`config.mk`:
```
export PLATFORM = sky130hd
export DESIGN_NAME = uart_rx_oversampled_flat
export DESIGN_NICKNAME = d
export VERILOG_FILES = /design/src/rtl/uart_pkg.sv /design/src/rtl/uart_rx_oversampled_if.sv /design/src/rtl/uart_baud_tick.sv /design/src/rtl/uart_rx_oversampled.sv /design/src/flat_wrapper.sv
export SDC_FILE = /design/constraint.sdc
export NUM_CORES = 1
export LEC_CHECK = 0
export ABC_AREA = 1
export CAP_MARGIN = 20
export CORE_MARGIN = 2
export CORE_UTILIZATION = 40
export CTS_CLUSTER_DIAMETER = 150
export DETAILED_ROUTE_END_ITERATION = 8
export PLACE_DENSITY = 0.7
export SETUP_SLACK_MARGIN = 0.1
export SYNTH_ARGS = -nofsm -noshare
export SYNTH_HDL_FRONTEND = slang
export SYNTH_HIERARCHICAL = 1
export SYNTH_SLANG_ARGS = --single-unit
```
`constraint.sdc`:
```
create_clock -name clk -period 2.2 [get_ports clk]
set_clock_uncertainty 0.05 [all_clocks]
set_input_delay 0.44 -clock clk [delete_from_list [all_inputs] [get_ports clk]]
set_output_delay 0.44 -clock clk [all_outputs]
set_load 0.005 [all_outputs]
```
`src/rtl/uart_pkg.sv`:
```
// Shared UART definitions: parity/state enums, baud divider helper and default line rates.
// The transmitter imports the same package so both ends agree on DIV.
package uart_pkg;
    localparam int DEFAULT_CLK_FREQ = 50_000_000;
    localparam int DEFAULT_BAUD     = 115200;

    typedef enum logic [1:0] {NONE = 2'd0, EVEN = 2'd1, ODD = 2'd2} parity_mode_e;

    typedef enum logic [2:0] {IDLE, START, DATA, PARITY, STOP, WAIT_IDLE} rx_state_e;

    // Rounded clocks per oversample tick.
    function automatic int calc_div(int clk_freq, int baud, int oversample);
        int den;
        den = baud * oversample;
        return (clk_freq + den / 2) / den;
    endfunction
endpackage

```
`src/rtl/uart_rx_oversampled_if.sv`:
```
// Receiver-side bundle: serial line in, word/flags/handshake out.
interface uart_rx_oversampled_if #(parameter int DATA_BITS = 8);
    logic                 rx;
    logic [DATA_BITS-1:0] rx_data;
    logic                 rx_valid;
    logic                 rx_ready;
    logic                 parity_error;
    logic                 framing_error;
    logic                 overrun;
    logic                 busy;

    modport master (input rx, rx_ready,
                    output rx_data, rx_valid, parity_error, framing_error, overrun, busy);
    modport slave  (output rx, rx_ready,
                    input rx_data, rx_valid, parity_error, framing_error, overrun, busy);
endinterface

```
`src/rtl/uart_baud_tick.sv`:
```
// Free-running 0..DIV-1 counter producing a one-clock tick on the last count.
// clr_i restarts the count so the tick phase can be locked to an external event.
module uart_baud_tick #(
    parameter int DIV = 27
) (
    input  logic clk,
    input  logic reset,
    input  logic clr_i,
    output logic tick_o
);
    localparam int CW = (DIV > 1) ? $clog2(DIV) : 1;
    localparam logic [CW-1:0] LAST = CW'(DIV - 1);

    logic [CW-1:0] cnt_q, cnt_d;

    always_comb begin
        cnt_d = cnt_q + 1'b1;
        if (clr_i || cnt_q == LAST) cnt_d = '0;
    end

    always_ff @(posedge clk or posedge reset) begin
        if (reset) cnt_q <= '0;
        else       cnt_q <= cnt_d;
    end

    assign tick_o = (cnt_q == LAST);
endmodule

```
`src/rtl/uart_rx_oversampled.sv`:
```
// Oversampling UART receiver: 2-flop input sync, 3-sample majority per bit,
// optional parity, 1-2 stop bits, valid/ready output with error and overrun flags.
module uart_rx_oversampled
    import uart_pkg::*;
#(
    parameter int CLK_FREQ    = DEFAULT_CLK_FREQ,
    parameter int BAUD        = DEFAULT_BAUD,
    parameter int OVERSAMPLE  = 16,
    parameter int DATA_BITS   = 8,
    parameter int PARITY_MODE = 0,
    parameter int STOP_BITS   = 1
) (
    input  logic                   clk,
    input  logic                   reset,
    uart_rx_oversampled_if.master  bus
);
    localparam int DIV = calc_div(CLK_FREQ, BAUD, OVERSAMPLE);
    localparam int PW  = $clog2(OVERSAMPLE);
    localparam int BW  = $clog2(DATA_BITS + 1);
    localparam logic [PW-1:0] PH_S0   = PW'(OVERSAMPLE / 2 - 1);
    localparam logic [PW-1:0] PH_S1   = PW'(OVERSAMPLE / 2);
    localparam logic [PW-1:0] PH_RES  = PW'(OVERSAMPLE / 2 + 1);
    localparam logic [PW-1:0] PH_LAST = PW'(OVERSAMPLE - 1);
    localparam logic [BW-1:0] BITS_FULL = BW'(DATA_BITS);
    localparam logic          STOP_LAST = 1'(STOP_BITS - 1);

    logic rx_meta_q, rx_s_q, rx_prev_q;
    rx_state_e state_q, state_d;
    logic [PW-1:0] phase_q, phase_d;
    logic [BW-1:0] bit_cnt_q, bit_cnt_d;
    logic [DATA_BITS-1:0] shreg_q, shreg_d, data_q, data_d;
    logic s0_q, s0_d, s1_q, s1_d;
    logic perr_q, perr_d, ferr_q, ferr_d;
    logic stop_cnt_q, stop_cnt_d;
    logic done_q, done_d;
    logic valid_q, valid_d, pe_q, pe_d, fe_q, fe_d, ovr_q, ovr_d;
    logic tick, tick_clr, sample_mid, bit_end, maj;

    uart_baud_tick #(.DIV(DIV)) u_tick (
        .clk    (clk),
        .reset  (reset),
        .clr_i  (tick_clr),
        .tick_o (tick)
    );

    assign sample_mid = tick && (phase_q == PH_RES);
    assign bit_end    = tick && (phase_q == PH_LAST);
    // Third vote is the live sample at the resolve phase.
    assign maj = (s0_q & s1_q) | (s0_q & rx_s_q) | (s1_q & rx_s_q);

    always_comb begin
        state_d    = state_q;
        phase_d    = phase_q;
        bit_cnt_d  = bit_cnt_q;
        shreg_d    = shreg_q;
        s0_d       = s0_q;
        s1_d       = s1_q;
        perr_d     = perr_q;
        ferr_d     = ferr_q;
        stop_cnt_d = stop_cnt_q;
        done_d     = 1'b0;
        tick_clr   = 1'b0;

        if (tick) phase_d = (phase_q == PH_LAST) ? '0 : phase_q + 1'b1;
        if (tick && phase_q == PH_S0) s0_d = rx_s_q;
        if (tick && phase_q == PH_S1) s1_d = rx_s_q;

        case (state_q)
            IDLE: begin
                if (rx_prev_q && !rx_s_q) begin
                    state_d  = START;
                    tick_clr = 1'b1;
                    phase_d  = '0;
                    perr_d   = 1'b0;
                    ferr_d   = 1'b0;
                end
            end
            START: begin
                if (sample_mid && maj) begin
                    state_d = IDLE;
                end else if (bit_end) begin
                    state_d   = DATA;
                    bit_cnt_d = '0;
                end
            end
            DATA: begin
                if (sample_mid) begin
                    shreg_d   = {maj, shreg_q[DATA_BITS-1:1]};
                    bit_cnt_d = bit_cnt_q + 1'b1;
                end else if (bit_end && bit_cnt_q == BITS_FULL) begin
                    state_d    = (PARITY_MODE != int'(NONE)) ? PARITY : STOP;
                    stop_cnt_d = 1'b0;
                end
            end
            PARITY: begin
                if (sample_mid) perr_d = ((^shreg_q) ^ maj) != (PARITY_MODE == int'(ODD));
                else if (bit_end) state_d = STOP;
            end
            STOP: begin
                if (sample_mid) begin
                    if (!maj) ferr_d = 1'b1;
                    if (stop_cnt_q == STOP_LAST) begin
                        done_d = 1'b1;
                        if (ferr_q || !maj) begin
                            state_d  = WAIT_IDLE;
                            tick_clr = 1'b1;
                            phase_d  = '0;
                        end else begin
                            state_d = IDLE;
                        end
                    end else begin
                        stop_cnt_d = 1'b1;
                    end
                end
            end
            WAIT_IDLE: begin
                // Any low sample restarts the one-bit high qualification window.
                if (!rx_s_q) begin
                    tick_clr = 1'b1;
                    phase_d  = '0;
                end else if (bit_end) begin
                    state_d = IDLE;
                end
            end
            default: state_d = IDLE;
        endcase
    end

    always_comb begin
        data_d  = data_q;
        valid_d = valid_q;
        pe_d    = pe_q;
        fe_d    = fe_q;
        ovr_d   = 1'b0;
        if (done_q) begin
            if (!valid_q || bus.rx_ready) begin
                data_d  = shreg_q;
                pe_d    = perr_q;
                fe_d    = ferr_q;
                valid_d = 1'b1;
            end else begin
                ovr_d = 1'b1;
            end
        end else if (valid_q && bus.rx_ready) begin
            valid_d = 1'b0;
        end
    end

    always_ff @(posedge clk or posedge reset) begin
        if (reset) begin
            rx_meta_q  <= 1'b1;
            rx_s_q     <= 1'b1;
            rx_prev_q  <= 1'b1;
            state_q    <= IDLE;
            phase_q    <= '0;
            bit_cnt_q  <= '0;
            shreg_q    <= '0;
            s0_q       <= 1'b1;
            s1_q       <= 1'b1;
            perr_q     <= 1'b0;
            ferr_q     <= 1'b0;
            stop_cnt_q <= 1'b0;
            done_q     <= 1'b0;
            data_q     <= '0;
            valid_q    <= 1'b0;
            pe_q       <= 1'b0;
            fe_q       <= 1'b0;
            ovr_q      <= 1'b0;
        end else begin
            rx_meta_q  <= bus.rx;
            rx_s_q     <= rx_meta_q;
            rx_prev_q  <= rx_s_q;
            state_q    <= state_d;
            phase_q    <= phase_d;
            bit_cnt_q  <= bit_cnt_d;
            shreg_q    <= shreg_d;
            s0_q       <= s0_d;
            s1_q       <= s1_d;
            perr_q     <= perr_d;
            ferr_q     <= ferr_d;
            stop_cnt_q <= stop_cnt_d;
            done_q     <= done_d;
            data_q     <= data_d;
            valid_q    <= valid_d;
            pe_q       <= pe_d;
            fe_q       <= fe_d;
            ovr_q      <= ovr_d;
        end
    end

    assign bus.rx_data       = data_q;
    assign bus.rx_valid      = valid_q;
    assign bus.parity_error  = pe_q;
    assign bus.framing_error = fe_q;
    assign bus.overrun       = ovr_q;
    assign bus.busy          = (state_q != IDLE);
endmodule

```
`src/flat_wrapper.sv`:
```
// flat-port wrapper written by rule: the top's interface ports become plain ports
module uart_rx_oversampled_flat import uart_pkg::*;
#(
    parameter int CLK_FREQ    = DEFAULT_CLK_FREQ,
    parameter int BAUD        = DEFAULT_BAUD,
    parameter int OVERSAMPLE  = 16,
    parameter int DATA_BITS   = 8,
    parameter int PARITY_MODE = 0,
    parameter int STOP_BITS   = 1
)
  (clk, reset, bus_rx, bus_rx_ready, bus_rx_data, bus_rx_valid, bus_parity_error, bus_framing_error, bus_overrun, bus_busy);
  uart_rx_oversampled_if #(.DATA_BITS(DATA_BITS)) bus_i ();
  input  logic clk;
  input  logic reset;
  input wire logic [$bits(bus_i.rx)-1:0] bus_rx;
  input wire logic [$bits(bus_i.rx_ready)-1:0] bus_rx_ready;
  output wire logic [$bits(bus_i.rx_data)-1:0] bus_rx_data;
  output wire logic [$bits(bus_i.rx_valid)-1:0] bus_rx_valid;
  output wire logic [$bits(bus_i.parity_error)-1:0] bus_parity_error;
  output wire logic [$bits(bus_i.framing_error)-1:0] bus_framing_error;
  output wire logic [$bits(bus_i.overrun)-1:0] bus_overrun;
  output wire logic [$bits(bus_i.busy)-1:0] bus_busy;
  assign bus_i.rx = bus_rx;
  assign bus_i.rx_ready = bus_rx_ready;
  assign bus_rx_data = bus_i.rx_data;
  assign bus_rx_valid = bus_i.rx_valid;
  assign bus_parity_error = bus_i.parity_error;
  assign bus_framing_error = bus_i.framing_error;
  assign bus_overrun = bus_i.overrun;
  assign bus_busy = bus_i.busy;
  uart_rx_oversampled #(.CLK_FREQ(CLK_FREQ), .BAUD(BAUD), .OVERSAMPLE(OVERSAMPLE), .DATA_BITS(DATA_BITS), .PARITY_MODE(PARITY_MODE), .STOP_BITS(STOP_BITS)) u_core (.clk(clk), .reset(reset), .bus(bus_i));
endmodule
```
==> results.json <==
{
  "synthAdderAreaFrac_pct": 3.80,
  "worstSetupStartpointType": "flip-flop",
  "vias": 1792,
  "cpLargestDelayFamily": "buffers and inverters",
  "p_sw_share_pct": 35.9,
  "yosys_warnings": 6,
  "cts_tree": "built",
  "dp_slack_ns": 0.293,
  "place.gp.congestion": 0.833,
  "grt_pass1_wl_mm": 7.22,
  "fin_hold_ws_ns": 0.315,
  "area_growth_pct": 15.6,
  "nFillCells": 556,
  "synth.yosys.seq_area_share_pct": 48.1,
  "postRouteAntennaNets": 0,
  "die_w_um": 79.9,
  "synth.area.mux_share_pct": 0.923,
  "syn-num-nets": 294,
  "p_int_uw": 1420,
  "antenna_found_initial": 0,
  "max-vdd-ir-drop_v": 0.000398,
  "mostFrequentLayoutCell": "nand2_1",
  "utilization_pct": 48.1,
  "p_sw_uw": 794,
  "synth_seq_cells": 44,
  "overflow": 0,
  "relSlewSlack_pct": 67.8,
  "routed_wirelength_mm": 4.04,
  "drc": 0,
  "start_util_pct": 41.6,
  "crit_cells": 5,
  "synthCells": 283,
  "clk_pin_slew_worst_paths_ns": 0.08,
  "drt_iter0_drc": 115,
  "track_usage_pct": 14.5,
  "cp_num_buf_inv": 3,
  "worstMarginPinSlew_ns": 0.483,
  "post_drt_via_cell_ratio": 4.70,
  "avgSynthCellArea_um2": 8.14,
  "required_ns": 1.71,
  "cap_viol_max_count": 0,
  "hpwl_mm": 3.02,
  "finalHoldViolCount": 0,
  "worstPathCellList": "inv_1, nand2_2, nor2_2, inv_2, clkdlybuf4s50_1",
  "design_area_um2": 2660,
  "grt_max_degree": 40,
  "io_pins": 17,
  "wl_met3_um": 137,
  "finalNetCount": 319,
  "portBuffers": 16,
  "crit_path_top_delay_cell": "clkdlybuf4s50_1",
  "setup_viol": 0,
  "criticalPathCategory": "flip-flop to output pin",
  "syn_area_um2": 2300,
  "insertion_delay_ns": 0.30,
  "post-route-period-util_pct": 89.9,
  "p_comb_share_pct": 31.2,
  "synth_simple_gate_area_share_pct": 30.7,
  "synth_compound_area_share_pct": 7.33,
  "synth_cell_types": 29,
  "final_cell_mix": "nand2_1 (89), dfrtp_1 (38), inv_1 (37)",
  "m1WireLength_mm": 1.91,
  "drv_slew": 0,
  "dpl-instance-area_um2": 2550,
  "p_leak_uw": 0.00131,
  "hp-class": "input port to asynchronous set/reset pin",
  "status": "finished clean",
  "cts_sinks": 44,
  "path_max_fanout": 3,
  "cp.arrival_ns": 1.49,
  "timing.final.ws_setup_ns": 0.222,
  "layout-drive-gt1-share_pct": 16.5,
  "cts_root_buffer": "clkbuf_8",
  "top_layer": "met4",
  "worst_r2r_path_depth": 15,
  "rsz0062_at_grt": "false",
  "routedWlPerCell_um": 10.6,
  "p_seq_share_pct": 45.4,
  "clk_path_buf_depth": 2,
  "tns_ns": 0,
  "grt_pass1_vias": 1712,
  "synth_top_family_by_area": "simple AND/OR/NAND/NOR gates",
  "cts-hold-fix-buffers": 0,
  "dr.pass1.iters": 4,
  "synth-xor-area-share_pct": 1.14,
  "cts_max_level": 2,
  "n_antenna_cell": 0,
  "fmax_mhz": 506,
  "period_minus_slack_ns": 1.98,
  "std_cell_rows": 27,
  "die_h_um": 79.9,
  "cpPeakStageDelay_ns": 0.44,
  "p_clk_share_pct": 23.3,
  "power.density_nw_per_um2": 831,
  "core_um2": 5540,
  "die_area_um2": 6380,
  "critPathCaptureType": "output pin",
  "route.met2.wl_mm": 1.92,
  "cts_buffers": 5
}
worst paths after layout:
path / end / start / slack (ns)
setup / recovery: bus_busy / u_core/state_q[1] / 0.22
setup reg to reg: u_core/state_q[1] / u_core/u_tick/cnt_q[0] / 0.27
max in group asynchronous: u_core/state_q[0] / reset / 1.21
min in group clk: u_core/rx_s_q / u_core/rx_meta_q / 0.32
hold / removal: u_core/u_tick/cnt_q[3] / reset / 0.32
hold reg to reg: u_core/rx_s_q / u_core/rx_meta_q / 0.32
cell usage after synthesis:
cell      number  share of area [%]
dfstp_2        5                5.7
nand3_1       11                2.4
o21ai_1        4               0.87
nand3b_4       1               0.87
ha_1           7                3.8
nand2_2        8                2.2
o21ai_2        2               0.76
a21oi_1        3               0.65
xor2_1         2               0.76
nand4_4        1               0.92
dfrtp_1       39                 42
mux2_2         1               0.49
nor2_4         1               0.49
buf_6          1               0.49
inv_1         38                6.2
nor3_2         2               0.87
nand2_1       89                 15
nor2_1        18                2.9
clkbuf_1       1               0.16
mux2i_1        1               0.43
xnor2_1        1               0.38
inv_2          5               0.81
a31oi_1        1               0.27
buf_4          1               0.33
nand3_2        3                1.3
nand4_1        8                2.2
nand2_4        1               0.49
nor2_2         6                1.6
o21ai_0       22                4.8
layer usage:
layer  GRT usage [%]  up-vias
li1                -      932
met1            18.3      830
met2            23.3       24
met3            2.71        6
met4            7.63        0
met5               0        -
power by group through the flow:
stage               clock [uW]  sequential (uW)  combinational (uW)
finish                     516             1010                 691
CTS                        544             1010                 672
global route               576             1020                 794
global placement             0             1030                 625
floorplan                    0             1010                 511
detailed placement           0             1040                 649
registers in the layout, indices dropped and copies added, names as in the netlist, 3 cells and up:
| name | count |
|---|---|
| u_core/u_tick/cnt_q | 5 |
| u_core/state_q | 3 |
| u_core/shreg_q | 8 |
| u_core/bus.rx_data | 8 |
| u_core/phase_q | 4 |
| u_core/bit_cnt_q | 4 |
repair_timing:
item                       in CTS  in global routing
cloned                          0                  0
setup endpoints to repair       1                  1
buffers inserted                1                  1
gates resized for setup         1                  1
cell families (layout without fill, tap and decap cells):
logic type / count (synthesis) / in the layout
AOI/OAI and AO/OA: 32 / 32
xor gates and xnor gates: 3 / 3
adders and majority gates: 7 / 7
buffers and inverters: 46 / 72
DFF: 44 / 44
muxes: 2 / 2
and+or+nand+nor: 149 / 149
area by class of cell:
class                   instances  area (um2)  area share [%]
repair buffers                 21         198            7.42
clock inverters                 2        10.0           0.376
inverters                      43         161            6.06
clock buffers                   6        82.6            3.10
well taps                      72        90.1            3.38
flip-flops and latches         44        1110            41.6
multi-input cells             193        1010            38.0
stage by stage:
stage | power [uW] | cells
final | 2210 | 381
after global routing | 2390 | 381
after CTS | 2230 | 380
after detailed placement | 1680 | 371
after global placement | 1660 | 371
after floorplan | 1520 | 283
(Power assumes the default switching activity.)
==> edit, RTL diff (same settings) <==
`data_q` no longer has a reset.
--- a/src/rtl/uart_rx_oversampled.sv
+++ b/src/rtl/uart_rx_oversampled.sv
@@ -163,3 +163,2 @@
             done_q     <= 1'b0;
-            data_q     <= '0;
             valid_q    <= 1'b0;
@@ -182,3 +181,2 @@
             done_q     <= done_d;
-            data_q     <= data_d;
             valid_q    <= valid_d;
@@ -188,2 +186,6 @@
         end
+    end
+
+    always_ff @(posedge clk) begin
+        data_q <= data_d;
     end
Check against the original RTL: no difference found for any inputs over 10 cycles, from zero or initial values and one cycle with reset high; that may be too few to reach the edited logic, so the function may still have changed.
==> edit against the original RTL <==
- total power fell by 1.5%
- clock power rose by 18%
- routed wire length fell by 9.3%
- sequential cell count did not move
- final area fell by 1.5%
- worst hold slack got worse by 0.0075 ns
- setup slack improved by 0.029 ns
- largest power group unchanged
- area after synthesis fell by 2.1%
- critical path type unchanged
==> edit: results (changes against the original RTL) <==
metric	value	unit	change
DRT iter0 DRCs	55		-52%
Synth Area in XOR/XNOR	0.01165		+0.0002469
clk_lat worst skew	0.30	ns	about the same
VDD IR max	0.0002636	V	-34%
post-synthesis mux area share	0.004440		-0.004795
Post-synth EDFFs	8		+8
total routed wirelength	3658	µm	-9.3%
status	finished clean		
post-synthesis sequential area ratio	0.5089		+0.02816
routability cong.	0.8558		+2.7%
CTS root buf	clkbuf_8		
Post-synth top flop	dfrtp_1		
slew at the pin closest to its max-slew limit	0.4010	ns	-0.08165 ns
largest net degree at the start of global routing	32		-20%
proportion of layout cells with a drive suffix above 1	0.1678		+0.002784
clock buffer depth	2		unchanged
Port Buf Inserts	16		unchanged
top cells by area, synth	dfrtp_1, nand2_1, edfxtp_1		
GR Util All Layers	0.1311		-0.01351
CP max FO	5		+2
Post-CTS Setup Inserts	0		-1
top cells by count, synth	nand2_1, inv_1, dfrtp_1		
R2R cell count	13		-2
Data arrival, critical path	1.46	ns	-0.03 ns
drt pass-1 iters	5		+1
post-synthesis compound-gate area fraction	0.06548		-0.007847
clock-pin slew on the worst setup and hold paths	0.08	ns	about the same
FF-to-FF End	u_core/u_tick/cnt_q[2]		
yosys warns	6		unchanged
R2R Setup Slk	0.34	ns	+0.07 ns
switching share of total power	0.3272		-0.03152
adder and majority gate portion of the synthesized area	0.03885		+0.0008229
fraction of registers with async set/reset	0.8182		-0.1818
Crit path max-delay family	flip-flops		
worst reg2reg startpoint	u_core/u_tick/cnt_q[0]		
post-DP HPWL	2754	µm	-8.8%
leakage power	1.255	nW	-4.0%
synth unique cells	33		+14%
n_diodes	0		unchanged
Via Count	1647		-8.1%
vias in the first global route	1448		-15%
CTS buffer count	5		unchanged
Final #Nets	296		-7.2%
initial antenna violation count	0		unchanged
syn nets	273		-7.1%
slowest stage cell on the critical path	dfrtp_2		
first-pass GRT wire length	6430	µm	-11%
crit-path max cell delay	0.48	ns	+0.04 ns
H-tree Lvls	2		unchanged
Worst Hold Class	input pin to async pin		
## edit: cell types whose count changed in the layout (fill, tap and decap cells not counted), sizes merged, moves of 2 or more
cell / delta
nand4: -4
inv: -7
edfxtp: +8
o21ai: -6
dfrtp: -8
nor2: +2
nand2: -9
buf: -3
## edit: layout make-up
cell class / instances / area (µm²)
repair buffers: 18 / 175.2
fillers: 526 / 2849
clock buffers: 5 / 68.82
well taps: 72 / 90.09
multi-input cells: 178 / 950.9
flip-flops and latches: 44 / 1149
clock inverters: 3 / 42.54
inverters: 38 / 147.6
## edit: stage by stage
step	instances	utilization	hold slack, ns	area (µm²)	setup WS (ns)
global route	358	0.4794	0.3155	2624	0.1457
floorplan	262	-	0.1685	2255	0.4413
detailed placement	350	0.4575	0.2972	2504	0.2753
finish	358	0.4794	0.3075	2624	0.2509
CTS	358	0.4778	0.3092	2615	0.1256
global placement	350	0.4575	0.2964	2504	0.3209
## edit: logic make-up after synthesis
logic type | after synthesis
muxes | 1
adders and majority gates | 7
buffers and inverters | 40
AOI/OAI and AO/OA | 27
and+or+nand+nor | 140
xor gates and xnor gates | 3
DFF | 44
## edit: how the worst max path moves through the flow
stage,from,to,slack (ns),cells after the start
4_1_cts,u_core/state_q[0],bus_busy,0.13,3
3_3_place_gp,u_core/u_tick/cnt_q[0],u_core/u_tick/cnt_q[3],0.32,13
3_5_place_dp,u_core/u_tick/cnt_q[0],u_core/u_tick/cnt_q[2],0.28,13
6_report,u_core/state_q[0],bus_busy,0.25,3
2_1_floorplan,u_core/u_tick/cnt_q[0],u_core/state_q[0],0.44,16
5_1_grt,u_core/state_q[0],bus_busy,0.15,3
## edit: power by group through the flow
| stage | combinational (mW) | sequential, mW | clock (mW) |
|---|---|---|---|
| after floorplan | 0.426 | 1.02 | 0 |
| final | 0.538 | 1.03 | 0.607 |
| after CTS | 0.539 | 1.03 | 0.627 |
| after global routing | 0.630 | 1.05 | 0.658 |
| after global placement | 0.527 | 1.04 | 0 |
| after detailed placement | 0.538 | 1.04 | 0 |
## edit: worst register-to-register path: cells and delay by family (launching register included)
| family | cells | cell delay, ns |
|---|---|---|
| and+or+nand+nor | 7 | 0.76 |
| buffers and inverters | 4 | 0.30 |
| AOI/OAI and AO/OA | 1 | 0.09 |
| DFF | 1 | 0.42 |
| adders and majority gates | 1 | 0.13 |
## edit: layer usage
| layer | global-route usage | vias to the layer above | share of wire |
|---|---|---|---|
| met5 | 0 | - | 0 |
| met4 | 0.05172 | 0 | 0.017 |
| met3 | 0.03295 | 6 | 0.039 |
| met2 | 0.2119 | 32 | 0.46 |
| met1 | 0.1690 | 740 | 0.49 |
| li1 | - | 869 | - |
## edit: repair_timing
action,4_1_cts,5_1_grt
endpoints found under the hold margin,0,0
gates resized for setup,0,4
setup endpoints to repair,0,2
